`src/rtl/ulpb_sleep_pkg.sv`:
```
// Shared types and defaults for the ULPB sleep-request controller.
package ulpb_sleep_pkg;

  typedef enum logic [2:0] {
    IDLE   = 3'd0,
    DELAY  = 3'd1,
    REQ    = 3'd2,
    ASLEEP = 3'd3,
    WAKE   = 3'd4
  } state_t;

  localparam int unsigned WAKE_HOLD_DEF = 4;

endpackage

```
`src/rtl/ulpb_sync2.sv`:
```
// Parameterised-width two-flop synchronizer with async active-low reset.
module ulpb_sync2 #(
  parameter int unsigned W = 1
) (
  input  logic         clk,
  input  logic         rst_n,
  input  logic [W-1:0] d,
  output logic [W-1:0] q
);

  logic [W-1:0] meta;

  always_ff @(posedge clk or negedge rst_n) begin
    if (!rst_n) begin
      meta <= '0;
      q    <= '0;
    end else begin
      meta <= d;
      q    <= meta;
    end
  end

endmodule

```
`src/rtl/ulpb_sleep_req_ctrl.sv`:
```
// Delays and handshakes bus sleep commands into SLEEP_REQ and latches
// layer interrupts as WAKEUP_REQ for the MBus master sleep controller.
module ulpb_sleep_req_ctrl
  import ulpb_sleep_pkg::*;
#(
  parameter int unsigned NUM_INT     = 3,
  parameter int unsigned SLEEP_DLY_W = 8,
  parameter int unsigned WAKE_HOLD   = WAKE_HOLD_DEF
) (
  input  logic                   CLK,
  input  logic                   RESETn,
  input  logic                   SLEEP_CMD,
  input  logic [SLEEP_DLY_W-1:0] SLEEP_DLY,
  input  logic [NUM_INT-1:0]     INT_REQ,
  input  logic                   MBC_SLEEP,
  output logic                   SLEEP_REQ,
  output logic [NUM_INT-1:0]     WAKEUP_REQ,
  output logic                   SLEEP_CANCEL,
  output logic                   BUSY
);

  localparam int unsigned       HCNT_W    = 8;
  localparam logic [HCNT_W-1:0] HOLD_LAST = HCNT_W'(WAKE_HOLD - 1);

  logic [NUM_INT-1:0]     int_s;
  logic [NUM_INT-1:0]     int_s_d;
  logic [NUM_INT-1:0]     int_rise;
  logic                   slp_s;

  state_t                 state, state_nxt;
  logic [SLEEP_DLY_W-1:0] cnt, cnt_nxt;
  logic [HCNT_W-1:0]      hcnt, hcnt_nxt;
  logic [NUM_INT-1:0]     pend, pend_nxt;
  logic                   cancel_nxt;

  ulpb_sync2 #(.W(NUM_INT)) u_sync_int (
    .clk   (CLK),
    .rst_n (RESETn),
    .d     (INT_REQ),
    .q     (int_s)
  );

  ulpb_sync2 #(.W(1)) u_sync_slp (
    .clk   (CLK),
    .rst_n (RESETn),
    .d     (MBC_SLEEP),
    .q     (slp_s)
  );

  assign int_rise = int_s & ~int_s_d;

  // Next-state, counter and pending-interrupt logic.
  always_comb begin
    state_nxt  = state;
    cnt_nxt    = cnt;
    hcnt_nxt   = hcnt;
    pend_nxt   = pend | int_rise;
    cancel_nxt = 1'b0;
    case (state)
      IDLE: begin
        pend_nxt = '0;
        if (SLEEP_CMD) begin
          if (|int_s) begin
            cancel_nxt = 1'b1;
          end else if (SLEEP_DLY == '0) begin
            state_nxt = REQ;
          end else begin
            state_nxt = DELAY;
            cnt_nxt   = SLEEP_DLY;
          end
        end
      end
      DELAY: begin
        // An interrupt during the delay aborts the sleep, even on the last count.
        if (|int_rise) begin
          state_nxt  = IDLE;
          cancel_nxt = 1'b1;
          pend_nxt   = '0;
          cnt_nxt    = '0;
        end else if (cnt == SLEEP_DLY_W'(1)) begin
          state_nxt = REQ;
          cnt_nxt   = '0;
        end else begin
          cnt_nxt = cnt - SLEEP_DLY_W'(1);
        end
      end
      REQ: begin
        if (|int_rise) begin
          state_nxt = WAKE;
          hcnt_nxt  = '0;
        end else if (slp_s) begin
          state_nxt = ASLEEP;
        end
      end
      ASLEEP: begin
        if (|int_rise) begin
          state_nxt = WAKE;
          hcnt_nxt  = '0;
        end else if (!slp_s) begin
          state_nxt = IDLE;
        end
      end
      WAKE: begin
        // Hold count only starts once the sleep controller has released MBC_SLEEP.
        if (slp_s) begin
          hcnt_nxt = '0;
        end else if (hcnt == HOLD_LAST) begin
          state_nxt = IDLE;
          pend_nxt  = '0;
          hcnt_nxt  = '0;
        end else begin
          hcnt_nxt = hcnt + HCNT_W'(1);
        end
      end
      default: begin
        state_nxt = IDLE;
        pend_nxt  = '0;
        cnt_nxt   = '0;
        hcnt_nxt  = '0;
      end
    endcase
  end

  // State, counters and registered Moore outputs.
  always_ff @(posedge CLK or negedge RESETn) begin
    if (!RESETn) begin
      state        <= IDLE;
      cnt          <= '0;
      hcnt         <= '0;
      pend         <= '0;
      int_s_d      <= '0;
      SLEEP_REQ    <= 1'b0;
      WAKEUP_REQ   <= '0;
      SLEEP_CANCEL <= 1'b0;
      BUSY         <= 1'b0;
    end else begin
      state        <= state_nxt;
      cnt          <= cnt_nxt;
      hcnt         <= hcnt_nxt;
      pend         <= pend_nxt;
      int_s_d      <= int_s;
      SLEEP_REQ    <= (state_nxt == REQ);
      WAKEUP_REQ   <= (state_nxt == WAKE) ? pend_nxt : '0;
      SLEEP_CANCEL <= cancel_nxt;
      BUSY         <= (state_nxt != IDLE);
    end
  end

endmodule

```
`config.mk`:
```
export PLATFORM = sky130hd
export DESIGN_NAME = ulpb_sleep_req_ctrl
export DESIGN_NICKNAME = d
export VERILOG_FILES = /design/src/rtl/ulpb_sleep_pkg.sv /design/src/rtl/ulpb_sync2.sv /design/src/rtl/ulpb_sleep_req_ctrl.sv
export SDC_FILE = /design/constraint.sdc
export NUM_CORES = 1
export LEC_CHECK = 0
export CAP_MARGIN = 20
export CORE_ASPECT_RATIO = 1.25
export CORE_UTILIZATION = 45
export DETAILED_ROUTE_END_ITERATION = 16
export GPL_TIMING_DRIVEN = 0
export PLACE_DENSITY_LB_ADDON = 0.12
export SYNTH_ARGS = -nofsm -noshare
export SYNTH_HDL_FRONTEND = slang
export SYNTH_SLANG_ARGS = --single-unit
```
`constraint.sdc`:
```
create_clock -name CLK -period 2.2 [get_ports CLK]
set_clock_uncertainty 0.15 [all_clocks]
set_input_delay 0.44 -clock CLK [delete_from_list [all_inputs] [get_ports CLK]]
set_output_delay 0.44 -clock CLK [all_outputs]
set_load 0.01 [all_outputs]
```
==> qor.yml <==
rsz0062_at_grt: "false"
ys_async_sr_fraction_pct: 100
worstPathCellList: "clkdlybuf4s50_1, or4_1, o211a_1, nor2_1, a221o_1"
antenna_found_initial: 0
hold_path.class: "primary input to asynchronous set/reset pin"
power_frac_comb_pct: 23.0
worst_slew_margin_rel_pct: 44.8
rr_worst_depth: 6
slew_viol_final: 0
synth-main-ff-cell: "dfrtp_1"
die_w_um: 59.5
yosysWarnings: 0
htree_levels: 2
r2r_end: "cnt[6]"
grt_start_max_net_pins: 40
p_seq_share_pct: 50.3
place.gp.congestion: 0.817
netlist_instances: 169
syn_nets: 187
rows: 25
ios: 21
yosysTopAreaCellShare_pct: 52.6
dieArea_um2: 4390
drcViolationCount: 0
rrSetupSlack_ns: 0.09
clock_sinks: 39
min_period_ns: 2.16
clk_latency_ns: 0.29
place.detailed.hpwl_um: 2820
arrival_ns: 2.24
vias_per_cell: 5.64
area_delta_synth_final_pct: 19.6
crit_path_end_kind: "flip-flop"
wl_per_cell_um: 15.4
cts-root-buf: "clkbuf_8"
cts_made_buffers: 5
diodes: 0
synthDistinctLibCells: 47
worst_pin_slew_ns: 0.828
grt_pass1_wl_um: 6430
cp.required_ns: 2.28
cp-start-kind: "primary input"
firstDrtPassIters: 4
fmax_mhz: 463
drt-total-wl_um: 3870
clkSlewWorstSetupHoldPaths_ns: 0.08
syn_area_um2: 1860
synth_commonest_cells: "39 x dfrtp_1, 19 x nor2_1, 9 x nor3_1"
finalPower_w: 0.00172
ys_ff_latch: 39
startpoint: "SLEEP_DLY[1]"
nets: 214
syn_area_per_cell_um2: 11.0
synth_seq_area_share_pct: 52.6
num_vias: 1416
clock_path_buffers: 2
synth_area_leaders: "dfrtp_1 53%, nor2_1 3.8%, a22o_1 3.8%, nor3_1 2.4%, or4b_4 2.2%"
layout-drive-gt1-share_pct: 13.7
reg2reg_from: "cnt[0]"
cpMaxStageDelayCell: "or4_1"
p_clk_share_pct: 26.8
io_buffers: 20
intPower_w: 0.00120
setup_viol: 0
grt_pass1_vias: 1386
yosysTopAreaCell: "dfrtp_1"
switchingPower_w: 0.000523
dp.cells: 243
run_status: "finished, final reports clean"
hold_buffers: 0
globalRouteOverflowTotal: 0
p_leak_nw: 0.982
synth_most_common_cell: "dfrtp_1"
finalCoreUtilization_pct: 57.3
cp_max_fo: 5
cts_tree: "built"
slowest_delay_ns: 0.55
p_per_area_nw_per_um2: 776
netSwitchingFraction_pct: 30.4
die_y_um: 73.8
instances_no_fill: 251
initial_core_util_pct: 47.9
ant_nets: 0
globalRouteTotalUtil_pct: 20.0
whs_ns: 0.0964
fin_crit_sh_pct: 98.2
synth_edf_count: 0
hold_violations: 0
drtIter0Drc: 86
critPathKind: "primary input to flip-flop"
cap_violations: 0
vdd_ir_drop_max_mv: 0.455
core_area_um2: 3880
[metal layers]
layer  global-route usage (%)  share of wire [%]
met1                     25.0                 45
met2                     33.1                 51
met3                     4.23                2.8
met4                     7.94                1.4
met5                        0                  0
[cell type report]
type / instances / area (µm²)
fillers: 355 / 1660
flip-flops and latches: 39 / 976
multi-input cells: 119 / 838
repair buffers: 20 / 195
clock buffers: 6 / 72.6
well taps: 54 / 67.6
plain buffers: 5 / 36.3
inverters: 6 / 22.5
clock inverters: 2 / 12.5
[critical path, delay by kind of cell]
kind,cells,cell delay (ns)
and+or+nand+nor,2,0.84
AOI/OAI and AO/OA,2,0.51
buffers and inverters,1,0.44
[kinds of logic (layout without fill, tap and decap cells)]
| kind of cell | after synthesis | after routing | share of synthesized area (%) |
|---|---|---|---|
| DFF | 39 | 39 | 52.6 |
| muxes | 3 | 3 | 1.68 |
| and+or+nand+nor | 72 | 72 | 23.2 |
| buffers and inverters | 11 | 39 | 3.17 |
| xor gates and xnor gates | 2 | 2 | 0.944 |
| adders and majority gates | 3 | 3 | 2.02 |
| AOI/OAI and AO/OA | 39 | 39 | 16.4 |
[cells in the final DEF (no fill, tap or decap), drive strengths merged, types with 2 or more instances in the layout]
cell / netlist / routed
or4: 3 / 3
nor2b: 4 / 4
clkbuf: 1 / 7
o22ai: 2 / 2
a221o: 5 / 5
dfrtp: 39 / 39
a211o: 2 / 2
nor4b: 3 / 3
nor3b: 4 / 4
or4b: 3 / 3
nand3: 4 / 4
inv: 6 / 6
nor3: 9 / 9
or3b: 2 / 2
o32ai: 3 / 3
nor2: 20 / 20
nand2: 8 / 8
ha: 3 / 3
a21oi: 6 / 6
a211oi: 3 / 3
or3: 4 / 4
and2: 2 / 2
o21ai: 3 / 3
buf: 4 / 5
clkdlybuf4s50: 0 / 19
a22o: 8 / 8
mux2i: 2 / 2
o31ai: 2 / 2
[flip-flops by register name, summed over array words and instances (netlist names)]
| signal | cells |
|---|---|
| BUSY | 1 |
| SLEEP_CANCEL | 1 |
| SLEEP_REQ | 1 |
| WAKEUP_REQ | 3 |
| cnt | 8 |
| hcnt | 8 |
| int_s_d | 3 |
| pend | 3 |
| state | 3 |
| u_sync_int.meta | 3 |
| u_sync_int.q | 3 |
| u_sync_slp.meta | 1 |
| u_sync_slp.q | 1 |
[what timing repair did]
item | in CTS | in global routing
gates cloned | 0 | 0
gates resized for setup | 1 | 2
endpoints found under the setup margin | 1 | 11
setup buffers | 0 | 0
[power by group through the flow]
stage / sequential [W] / combinational [W] / clock [W]
after floorplan: 0.000861 / 0.000261 / 0
after global placement: 0.000870 / 0.000374 / 0
after detailed placement: 0.000878 / 0.000381 / 0
after CTS: 0.000865 / 0.000393 / 0.000471
after global routing: 0.000878 / 0.000434 / 0.000505
final: 0.000866 / 0.000396 / 0.000462
[per-stage QoR]
step	setup slack (ns)	instance area [µm²]	setup TNS, ns
global placement	-0.303	2120	-13.18
detailed placement	-0.223	2120	-1.53
floorplan	0.233	1860	0
global route	0.00819	2220	0
finish	0.0401	2220	0
CTS	0.0325	2210	0
[worst max path at each step]
| stage | to | slack, ns | cells past startpoint |
|---|---|---|---|
| global route | cnt[1] | 0.008 | 5 |
| CTS | BUSY | 0.03 | 5 |
| floorplan | cnt[5] | 0.23 | 6 |
| finish | cnt[0] | 0.04 | 5 |
| global placement | u_sync_int.meta[2] | -0.30 | 1 |
| detailed placement | cnt[0] | -0.22 | 5 |
No activity file was read; power rests on OpenSTA's default activity.
